$ cat src/rtl/am2302_poll_sched.sv
`default_nettype none
// ============================================================================
// Module      : am2302_poll_sched
// Description : Measurement sequencer for an AM2302_master. It issues
//               measurement requests periodically (auto mode) or on demand
//               (one-shot), retries failed attempts, and publishes
//               checksum-verified humidity/temperature through SFRs.
//   Ports     : clk/rst           - clock, asynchronous active-high reset
//               sfr_*             - CPU SFR bus (combinational read mux)
//               m_start/m_busy/m_done/m_err/m_data - AM2302_master handshake
//               irq               - registered IE & NEW
// Revision    : 1.0 - initial release
// ============================================================================
module am2302_poll_sched #(
    parameter logic [7:0]  SFR_CTRL   = 8'hC0,
    parameter logic [7:0]  SFR_STAT   = 8'hC1,
    parameter logic [7:0]  SFR_PERIOD = 8'hC2,
    parameter logic [7:0]  SFR_HUM_H  = 8'hC3,
    parameter logic [7:0]  SFR_HUM_L  = 8'hC4,
    parameter logic [7:0]  SFR_TMP_H  = 8'hC5,
    parameter logic [7:0]  SFR_TMP_L  = 8'hC6,
    parameter int unsigned TICK_DIV   = 307200,
    parameter int unsigned WD_TICKS   = 2
) (
    input  logic        clk,
    input  logic        rst,
    input  logic [7:0]  sfr_addr,
    input  logic        sfr_wr,
    input  logic        sfr_rd,
    input  logic [7:0]  sfr_data_out,
    output logic [7:0]  sfr_data_in,
    output logic        m_start,
    input  logic        m_busy,
    input  logic        m_done,
    input  logic        m_err,
    input  logic [39:0] m_data,
    output logic        irq
);

    localparam logic [2:0] S_IDLE       = 3'd0;
    localparam logic [2:0] S_INTERVAL   = 3'd1;
    localparam logic [2:0] S_START      = 3'd2;
    localparam logic [2:0] S_WAIT_DONE  = 3'd3;
    localparam logic [2:0] S_CHECK      = 3'd4;
    localparam logic [2:0] S_RETRY_WAIT = 3'd5;

    localparam logic [18:0] c_PRE_MAX     = 19'(TICK_DIV - 1);
    localparam logic [7:0]  c_WD_TICKS    = 8'(WD_TICKS);
    localparam logic [7:0]  c_RETRY_TICKS = 8'd20;
    localparam logic [7:0]  c_PERIOD_MIN  = 8'd20;
    localparam logic [1:0]  c_MAX_RETRY   = 2'd2;

    logic [18:0] r_pre;
    logic [2:0]  r_state;
    logic [7:0]  r_tcnt;
    logic        r_en, r_ie;
    logic [7:0]  r_period;
    logic        r_valid, r_new, r_ckerr, r_toerr;
    logic [2:0]  r_sretry;
    logic [1:0]  r_retry;
    logic        r_auto;
    logic        r_mstart;
    logic        r_irq;
    logic [39:0] r_frame;
    logic        r_ferr;
    logic [7:0]  r_hum_h, r_hum_l, r_tmp_h, r_tmp_l;
    logic [7:0]  r_sh_hum_l, r_sh_tmp_h, r_sh_tmp_l;

    logic        w_tick;
    logic        w_wr_ctrl, w_wr_stat, w_wr_period, w_rd_hum_h;
    logic        w_en_rise, w_oneshot;
    logic [7:0]  w_sum;
    logic        w_good;
    logic        w_no_retry;
    logic        w_busy;
    logic [2:0]  w_done_state;

    assign w_tick      = (r_pre == c_PRE_MAX);
    assign w_wr_ctrl   = sfr_wr && (sfr_addr == SFR_CTRL);
    assign w_wr_stat   = sfr_wr && (sfr_addr == SFR_STAT);
    assign w_wr_period = sfr_wr && (sfr_addr == SFR_PERIOD);
    assign w_rd_hum_h  = sfr_rd && (sfr_addr == SFR_HUM_H);
    assign w_en_rise   = w_wr_ctrl && sfr_data_out[0] && !r_en;
    assign w_oneshot   = w_wr_ctrl && sfr_data_out[1];
    assign w_sum       = r_frame[39:32] + r_frame[31:24] + r_frame[23:16] + r_frame[15:8];
    assign w_good      = !r_ferr && (w_sum == r_frame[7:0]);
    // An auto-mode measurement whose EN was dropped finishes its current
    // attempt but is not retried; one-shots always get their retries.
    assign w_no_retry  = (r_retry == c_MAX_RETRY) || (r_auto && !r_en);
    assign w_busy      = (r_state != S_IDLE) && (r_state != S_INTERVAL);
    assign w_done_state = r_en ? S_INTERVAL : S_IDLE;

    assign m_start = r_mstart;
    assign irq     = r_irq;

    // Free-running prescaler producing one tick every TICK_DIV clocks.
    always_ff @(posedge clk or posedge rst) begin
        if (rst) begin
            r_pre <= 19'd0;
        end else if (w_tick) begin
            r_pre <= 19'd0;
        end else begin
            r_pre <= r_pre + 19'd1;
        end
    end

    always_ff @(posedge clk or posedge rst) begin
        if (rst) begin
            r_state    <= S_IDLE;
            r_tcnt     <= 8'd0;
            r_en       <= 1'b0;
            r_ie       <= 1'b0;
            r_period   <= c_PERIOD_MIN;
            r_valid    <= 1'b0;
            r_new      <= 1'b0;
            r_ckerr    <= 1'b0;
            r_toerr    <= 1'b0;
            r_sretry   <= 3'd0;
            r_retry    <= 2'd0;
            r_auto     <= 1'b0;
            r_mstart   <= 1'b0;
            r_irq      <= 1'b0;
            r_frame    <= 40'd0;
            r_ferr     <= 1'b0;
            r_hum_h    <= 8'd0;
            r_hum_l    <= 8'd0;
            r_tmp_h    <= 8'd0;
            r_tmp_l    <= 8'd0;
            r_sh_hum_l <= 8'd0;
            r_sh_tmp_h <= 8'd0;
            r_sh_tmp_l <= 8'd0;
        end else begin
            r_mstart <= 1'b0;
            r_irq    <= r_ie & r_new;

            if (w_wr_ctrl) begin
                r_en <= sfr_data_out[0];
                r_ie <= sfr_data_out[2];
            end
            if (w_wr_period) begin
                r_period <= (sfr_data_out < c_PERIOD_MIN) ? c_PERIOD_MIN : sfr_data_out;
            end
            // W1C clears come first so that an FSM set later in this block wins.
            if (w_wr_stat) begin
                if (sfr_data_out[2]) r_new   <= 1'b0;
                if (sfr_data_out[3]) r_ckerr <= 1'b0;
                if (sfr_data_out[4]) r_toerr <= 1'b0;
            end
            // Snapshot uses pre-update results, so a coincident CHECK load
            // shows up only on the following HUM_H read.
            if (w_rd_hum_h) begin
                r_sh_hum_l <= r_hum_l;
                r_sh_tmp_h <= r_tmp_h;
                r_sh_tmp_l <= r_tmp_l;
            end

            // Saturating tick counter; clears below take priority.
            if (w_tick && (r_tcnt != 8'hFF)) begin
                r_tcnt <= r_tcnt + 8'd1;
            end

            case (r_state)
                S_IDLE: begin
                    if (w_en_rise || w_oneshot) begin
                        r_state <= S_START;
                        r_auto  <= w_en_rise;
                        r_retry <= 2'd0;
                    end
                end
                S_INTERVAL: begin
                    if (!r_en) begin
                        r_state <= S_IDLE;
                    end else if (r_tcnt >= r_period) begin
                        r_state <= S_START;
                        r_auto  <= 1'b1;
                        r_retry <= 2'd0;
                    end
                end
                S_START: begin
                    if (!m_busy) begin
                        r_mstart <= 1'b1;
                        r_tcnt   <= 8'd0;
                        r_state  <= S_WAIT_DONE;
                    end
                end
                S_WAIT_DONE: begin
                    if (m_done) begin
                        r_frame <= m_data;
                        r_ferr  <= m_err;
                        r_state <= S_CHECK;
                    end else if (r_tcnt >= c_WD_TICKS) begin
                        r_toerr <= 1'b1;
                        if (w_no_retry) begin
                            r_sretry <= 3'd3;
                            r_state  <= w_done_state;
                        end else begin
                            r_retry <= r_retry + 2'd1;
                            r_tcnt  <= 8'd0;
                            r_state <= S_RETRY_WAIT;
                        end
                    end
                end
                S_CHECK: begin
                    if (w_good) begin
                        r_hum_h  <= r_frame[39:32];
                        r_hum_l  <= r_frame[31:24];
                        r_tmp_h  <= r_frame[23:16];
                        r_tmp_l  <= r_frame[15:8];
                        r_valid  <= 1'b1;
                        r_new    <= 1'b1;
                        r_sretry <= {1'b0, r_retry};
                        r_state  <= w_done_state;
                    end else begin
                        // A wire error makes the payload meaningless, so only
                        // a clean transfer with a bad sum counts as CKERR.
                        if (!r_ferr) r_ckerr <= 1'b1;
                        if (w_no_retry) begin
                            r_sretry <= 3'd3;
                            r_state  <= w_done_state;
                        end else begin
                            r_retry <= r_retry + 2'd1;
                            r_tcnt  <= 8'd0;
                            r_state <= S_RETRY_WAIT;
                        end
                    end
                end
                S_RETRY_WAIT: begin
                    if (r_auto && !r_en) begin
                        r_sretry <= 3'd3;
                        r_state  <= S_IDLE;
                    end else if (r_tcnt >= c_RETRY_TICKS) begin
                        r_state <= S_START;
                    end
                end
                default: r_state <= S_IDLE;
            endcase
        end
    end

    // Unmatched addresses read as zero so the bus can be ORed.
    always_comb begin
        sfr_data_in = 8'h00;
        case (sfr_addr)
            SFR_CTRL:   sfr_data_in = {5'd0, r_ie, 1'b0, r_en};
            SFR_STAT:   sfr_data_in = {r_sretry, r_toerr, r_ckerr, r_new, r_valid, w_busy};
            SFR_PERIOD: sfr_data_in = r_period;
            SFR_HUM_H:  sfr_data_in = r_hum_h;
            SFR_HUM_L:  sfr_data_in = r_sh_hum_l;
            SFR_TMP_H:  sfr_data_in = r_sh_tmp_h;
            SFR_TMP_L:  sfr_data_in = r_sh_tmp_l;
            default:    sfr_data_in = 8'h00;
        endcase
    end

endmodule
`default_nettype wire

$ cat config.mk
export PLATFORM = sky130hd
export DESIGN_NAME = am2302_poll_sched
export DESIGN_NICKNAME = d
export VERILOG_FILES = /design/src/rtl/am2302_poll_sched.sv
export SDC_FILE = /design/constraint.sdc
export NUM_CORES = 1
export LEC_CHECK = 0
export CORE_MARGIN = 4
export CORE_UTILIZATION = 36
export DETAILED_ROUTE_END_ITERATION = 8
export GPL_TIMING_DRIVEN = 0
export PLACE_DENSITY_LB_ADDON = 0.15
export SYNTH_ARGS = -nofsm -noshare
export SYNTH_HDL_FRONTEND = slang
export SYNTH_SLANG_ARGS = --single-unit
$ cat constraint.sdc
create_clock -name clk -period 6.28 [get_ports clk]
set_input_delay 0.628 -clock clk [delete_from_list [all_inputs] [get_ports clk]]
set_output_delay 0.628 -clock clk [all_outputs]
set_load 0.1 [all_outputs]
Yosys cells after proc, flatten, opt, wreduce, memory -nomap -nowiden

Index checks and enable logic that the tools add are counted.

Add/sub/neg operators: 6
$lt $le $gt $ge: 4
Eq/ne operators: 28
Mux-type cells: 56
Bitwise operators: 1
Reductions and logical operators: 26

Operators by type and width:

| operator                                            | number |
|---|---|
| == test 8 bit, second input constant                | 7 |
| two-way mux 8 bit                                   | 7 |
| case mux 8 bit (7 select lines)                     | 1 |
| two-way mux 3 bit                                   | 15 |
| adder 8 bit                                         | 3 |
| case mux 8 bit (3 select lines)                     | 1 |
| two-way mux 1 bit                                   | 20 |
| adder 19 x 1 -> 19 bit, second input constant       | 1 |
| == test 19 bit, second input constant               | 1 |
| two-way mux 19 bit                                  | 1 |
| case mux 3 bit (6 select lines)                     | 1 |
| != test 2 bit, second input constant                | 8 |
| two-way mux 2 bit                                   | 7 |
| logical AND 1 bit                                   | 11 |
| != test 3 bit, second input constant                | 3 |
| case mux 3 bit (3 select lines)                     | 1 |
| adder 8 x 1 -> 8 bit, second input constant         | 1 |
| == test 8 bit                                       | 1 |
| >= comparator 8 x 2 -> 1 bit, second input constant | 1 |
| >= comparator 8 x 5 -> 1 bit, second input constant | 1 |
| >= comparator 8 bit                                 | 1 |
| < comparator 8 x 5 -> 1 bit, second input constant  | 1 |
| != test 8 bit, second input constant                | 1 |
| case mux 2 bit (4 select lines)                     | 1 |
| other kinds (18)                                    | 25 |

Register bits after elaboration: 149
Input port bits: 63
Output and inout port bits: 10
Word-level logic and storage cells: 145

Logic depth before layout (Yosys ltp)

Depth in word-level cells: 7
Gate-level depth with buffers: 13
Gate-level depth less buffers: 13

Least setup slack after synthesis

Ideal clock, no wire load.

Kind: reg2reg
Start: reg r_frame[9]
End: reg r_retry[0]
Library setup time: 0.125 ns
Arrival time: 3.741 ns
Required time: 6.155 ns
Setup slack: 2.415 ns
Cell stages (with the launch flop): 13
Buffers on the path: 0
Period minus slack after synthesis: 3.865 ns
Cell sequence: dfrtp_1 > fa_1 > inv_1 > fa_1 > inv_1 > ha_1 > fa_1 > xor2_1 > a2111oi_2 > o2111ai_1 > nor4_4 > nand4b_1 > mux2_2

Word-level cells in the longest chain between the ends: 5

Ends and longest elaborated chain:

| item                                 | line | text |
|---|---|---|
| start: declaration                   | 64   | `logic [39:0] r_frame;` |
| start signal: assignment             | 188  | `r_frame <= m_data;` |
| adder 8 bit                          | 85   | `assign w_sum = r_frame[39:32] + r_frame[31:24] + r_frame[23:16] + r_frame[15:8];` |
| == test 8 bit                        | 86   | `assign w_good = !r_ferr && (w_sum == r_frame[7:0]);` |
| logical AND 1 bit                    | 86   |  |
| != test 2 bit (no source line)       | -    |  |
| AND reduction 7 bit (no source line) | -    |  |
| end signal: assignment               | 197  | `r_retry <= r_retry + 2'd1;` |
| end signal: assignment               | 221  | `r_retry <= r_retry + 2'd1;` |
| end: declaration                     | 60   | `logic [1:0] r_retry;` |

No other way between the ends.
A chain may end at the register's enable or synchronous reset.

Final worst setup path

Start: in sfr_addr[3]
End: out sfr_data_in[0]

Word-level cells in the longest chain between the ends: 2
Elaborated cells between the ends (all ways): 8
Classes of those cells: 7 x eq/ne; 1 x mux

Ends and longest elaborated chain:

| item                                | line | text |
|---|---|---|
| start: declaration                  | 27   | `input logic [7:0] sfr_addr,` |
| == test 8 bit                       | 243  | `case (sfr_addr)` |
| case mux 8 bit (7 select lines) (*) | 243  |  |
| end: declaration                    | 31   | `output logic [7:0] sfr_data_in,` |

Mark *: on every way between the ends. The rest lies on a longest branch, timed or not.

==> qor.txt <==
Status -> finished, final reports clean
CP Class -> in2out
Core area -> 0.02043 mm2
Max-cap violations -> 0
R2r setup slk -> 1.91 ns
FFs w/ async S/R, synth -> 1.000
CTS sink count -> 149
CP Buf/Inv Count -> 2
Slew @ Worst Pin -> 1.099 ns
R2R Path Start -> r_frame[9]
Share of cells above drive strength 1 -> 0.2083
Synth Area in Compound Gates -> 0.07154
Tcrit/Tclk final -> 0.7453
Tot GR Track Use -> 0.1631
CP peak stage delay -> 1.13 ns
Hold path start -> r_pre[10]
Crit path time final -> 4.680 ns
Skew-Pair Late Insertion Delay -> 0.43 ns
Post-DRT Antenna Nets -> 0
Worst Hold Class -> reg2reg
# IOs -> 73
Post-synth EDFFs -> 0
Gates resized, CTS repair -> 0
I/O Buffers -> 71
Grt ovf -> 0
Post-route DRC -> 0
Routability Congestion -> 0.8440
Mux cell area share after synthesis -> 0.1727
Vias -> 5181
PnR worst setup slack -> 1.600 ns
Yosys Warn Count -> 0
XOR/XNOR share of the synthesized area -> 0.04521
Num CTS Buffers -> 17
Worst path most repeated cell -> clkdlybuf4s50_1
Multi-input gate area -> 0.003590 mm2
Initial Utilization -> 0.3699
H-Tree Depth -> 4
Die area -> 0.02337 mm2
RSZ-0062 raised after global routing -> false
WHS Path Cells -> 1
Synth Flop Type -> dfrtp_1
Syn Inst Count -> 645
Routed len/inst -> 18.04 um
Cell chain of the critical path -> clkdlybuf4s50_1, or4b_1, nor3_1, nand3_1, a21oi_1, a221o_1, clkdlybuf4s50_1
Max VDD drop -> 0.0003709 V
Final hold vios -> 0
Fin Clk Skew -> 0.009732 ns
Largest net degree at the start of global routing -> 90
Worst EP arrival -> 4.05 ns
First-pass GRT wire length -> 30080 um
Reg area -> 0.003731 mm2
Family with the most delay on the worst path -> simple AND/OR/NAND/NOR gates
Startpoint Class -> input port
Leakage -> 4.211 nW
Final-report max-slew violation count -> 0
Required @ worst endpoint -> 5.65 ns
Main combinational cell family by area after synthesis -> multiplexers
DR pass1 iterations -> 6
Die width -> 152.9 um
Post-Synth Adder-Cell Area -> 0.06855
Top reg by flops -> r_frame
Largest registers -> r_frame: 40 flops, r_pre: 19 flops
Synthesized net count -> 741
Vias in the first global route -> 5446
Flops & latches, synth -> 149
Hpwl dp -> 13860 um
Max_slew headroom -> 0.2614
Initial antenna violation count -> 0
Setup WS pre-CTS -> 1.640 ns
Critical Path Sink Type -> output port
WL final -> 18390 um
CP Max Fanout -> 9
Via density per instance -> 5.084
Die Y -> 152.9 um
Worst reg2reg path endpoint -> r_hum_h[7]
Root buf cell -> clkbuf_16
Max reg flops -> 40
Area Growth Syn to Fin -> 21.87%
Cell Rows -> 52
Netlist cell types -> 64
PD cells -> 497.0 mW/mm2
CTS tree -> done
Clk pin slew, worst setup/hold paths -> 0.06 ns
Nets -> 832
Diodes inserted -> 0
Initial drt markers -> 353
Hold Path End -> r_pre[10]
Slowest cell on crit path -> clkdlybuf4s50_1
Clock Path Buffers -> 2
Fmax achieved -> 0.2137 GHz
Hold buffers post-CTS -> 0
Cell area after synthesis -> 0.007556 mm2
Fill count -> 1932
Utilization after layout -> 0.4508
Post-synthesis sequential area ratio -> 0.4938
Worst r2r path cells -> 12
Setup Buffers After CTS -> 0
Final Setup Violations -> 0
Simple-gate share of the synthesized area -> 0.1171
Syn Area/Cell -> 11.71 um2
-- cells by family (layout without fill, tap and decap cells) --
| logic type | after synthesis | count (layout) |
|---|---|---|
| mux | 116 | 116 |
| flops | 149 | 149 |
| xor+xnor | 39 | 39 |
| fa+ha+maj | 33 | 33 |
| simple gates | 174 | 174 |
| compound gates | 83 | 83 |
| buf+inv | 51 | 155 |
-- cells in the final DEF (no fill, tap or decap), types with 12 or more instances in the layout --
cell               n
dfrtp_1          147
mux2_2           101
inv_1             24
nand2_1           55
nor2_1            40
xor2_1            24
nor3_1            12
o21ai_0           32
clkbuf_1          13
a21oi_1           15
clkbuf_16         17
nand3_1           15
fa_1              14
ha_1              19
xnor2_1           15
clkdlybuf4s50_1   71
-- layout make-up --
type	instances	area share
Buffer	26	0.01535
Clock buffer	20	0.05068
Clock inverter	12	0.01141
Inverter	25	0.01073
Multi-Input combinational cell	445	0.3898
Sequential cell	149	0.4052
Tap cell	270	0.03668
Timing Repair Buffer	72	0.08016
-- how the worst max path moves through the flow --
stage	cells after the start	start	end
finish	7	sfr_addr[3]	sfr_data_in[0]
global route	7	sfr_addr[3]	sfr_data_in[0]
CTS	7	sfr_addr[3]	sfr_data_in[0]
detailed placement	7	sfr_addr[3]	sfr_data_in[0]
global placement	2	rst	r_sh_tmp_h[5]
floorplan	1	rst	irq
-- per-layer routing --
| metal | global-route usage | up-vias | share of wire |
|---|---|---|---|
| li1 | - | 2445 | - |
| met5 | 0 | - | 0 |
| met2 | 0.2558 | 104 | 0.47 |
| met3 | 0.03704 | 19 | 0.037 |
| met4 | 0.04455 | 0 | 0.013 |
| met1 | 0.2292 | 2613 | 0.48 |
-- per-stage QoR --
step / TNS, ns / instances / power, mW / area [um2] / hold WS [ns]
after detailed placement: 0 / 987 / 3.618 / 8637 / 0.4546
final: 0 / 1019 / 4.576 / 9209 / 0.4649
after CTS: 0 / 1019 / 4.645 / 9209 / 0.4684
after global routing: 0 / 1019 / 4.928 / 9209 / 0.4978
after global placement: -55.90 / 986 / 3.589 / 8605 / 0.4520
after floorplan: 0 / 645 / 3.080 / 7556 / 0.4342
-- cell usage after synthesis (all sizes together) (14+ instances only) --
cell | n | area [um2]
clkbuf | 14 | 53.80
ha | 19 | 237.7
fa | 14 | 280.3
nor2 | 40 | 150.1
nand2 | 55 | 206.5
o21ai | 32 | 160.2
mux2 | 105 | 1182
a21oi | 15 | 75.07
nand3 | 15 | 75.07
inv | 25 | 93.84
xnor2 | 15 | 131.4
dfrtp | 147 | 3679
xor2 | 24 | 210.2
-- report_power, final --
| part | internal (mW) | switching (mW) | total, mW |
|---|---|---|---|
| Sequential | 1.16 | 0.193 | 1.35 |
| Combinational | 1.00 | 1.24 | 2.24 |
| Clock | 0.551 | 0.435 | 0.985 |
| Total | 2.71 | 1.87 | 4.58 |
Power figures use the tool's default switching activity.
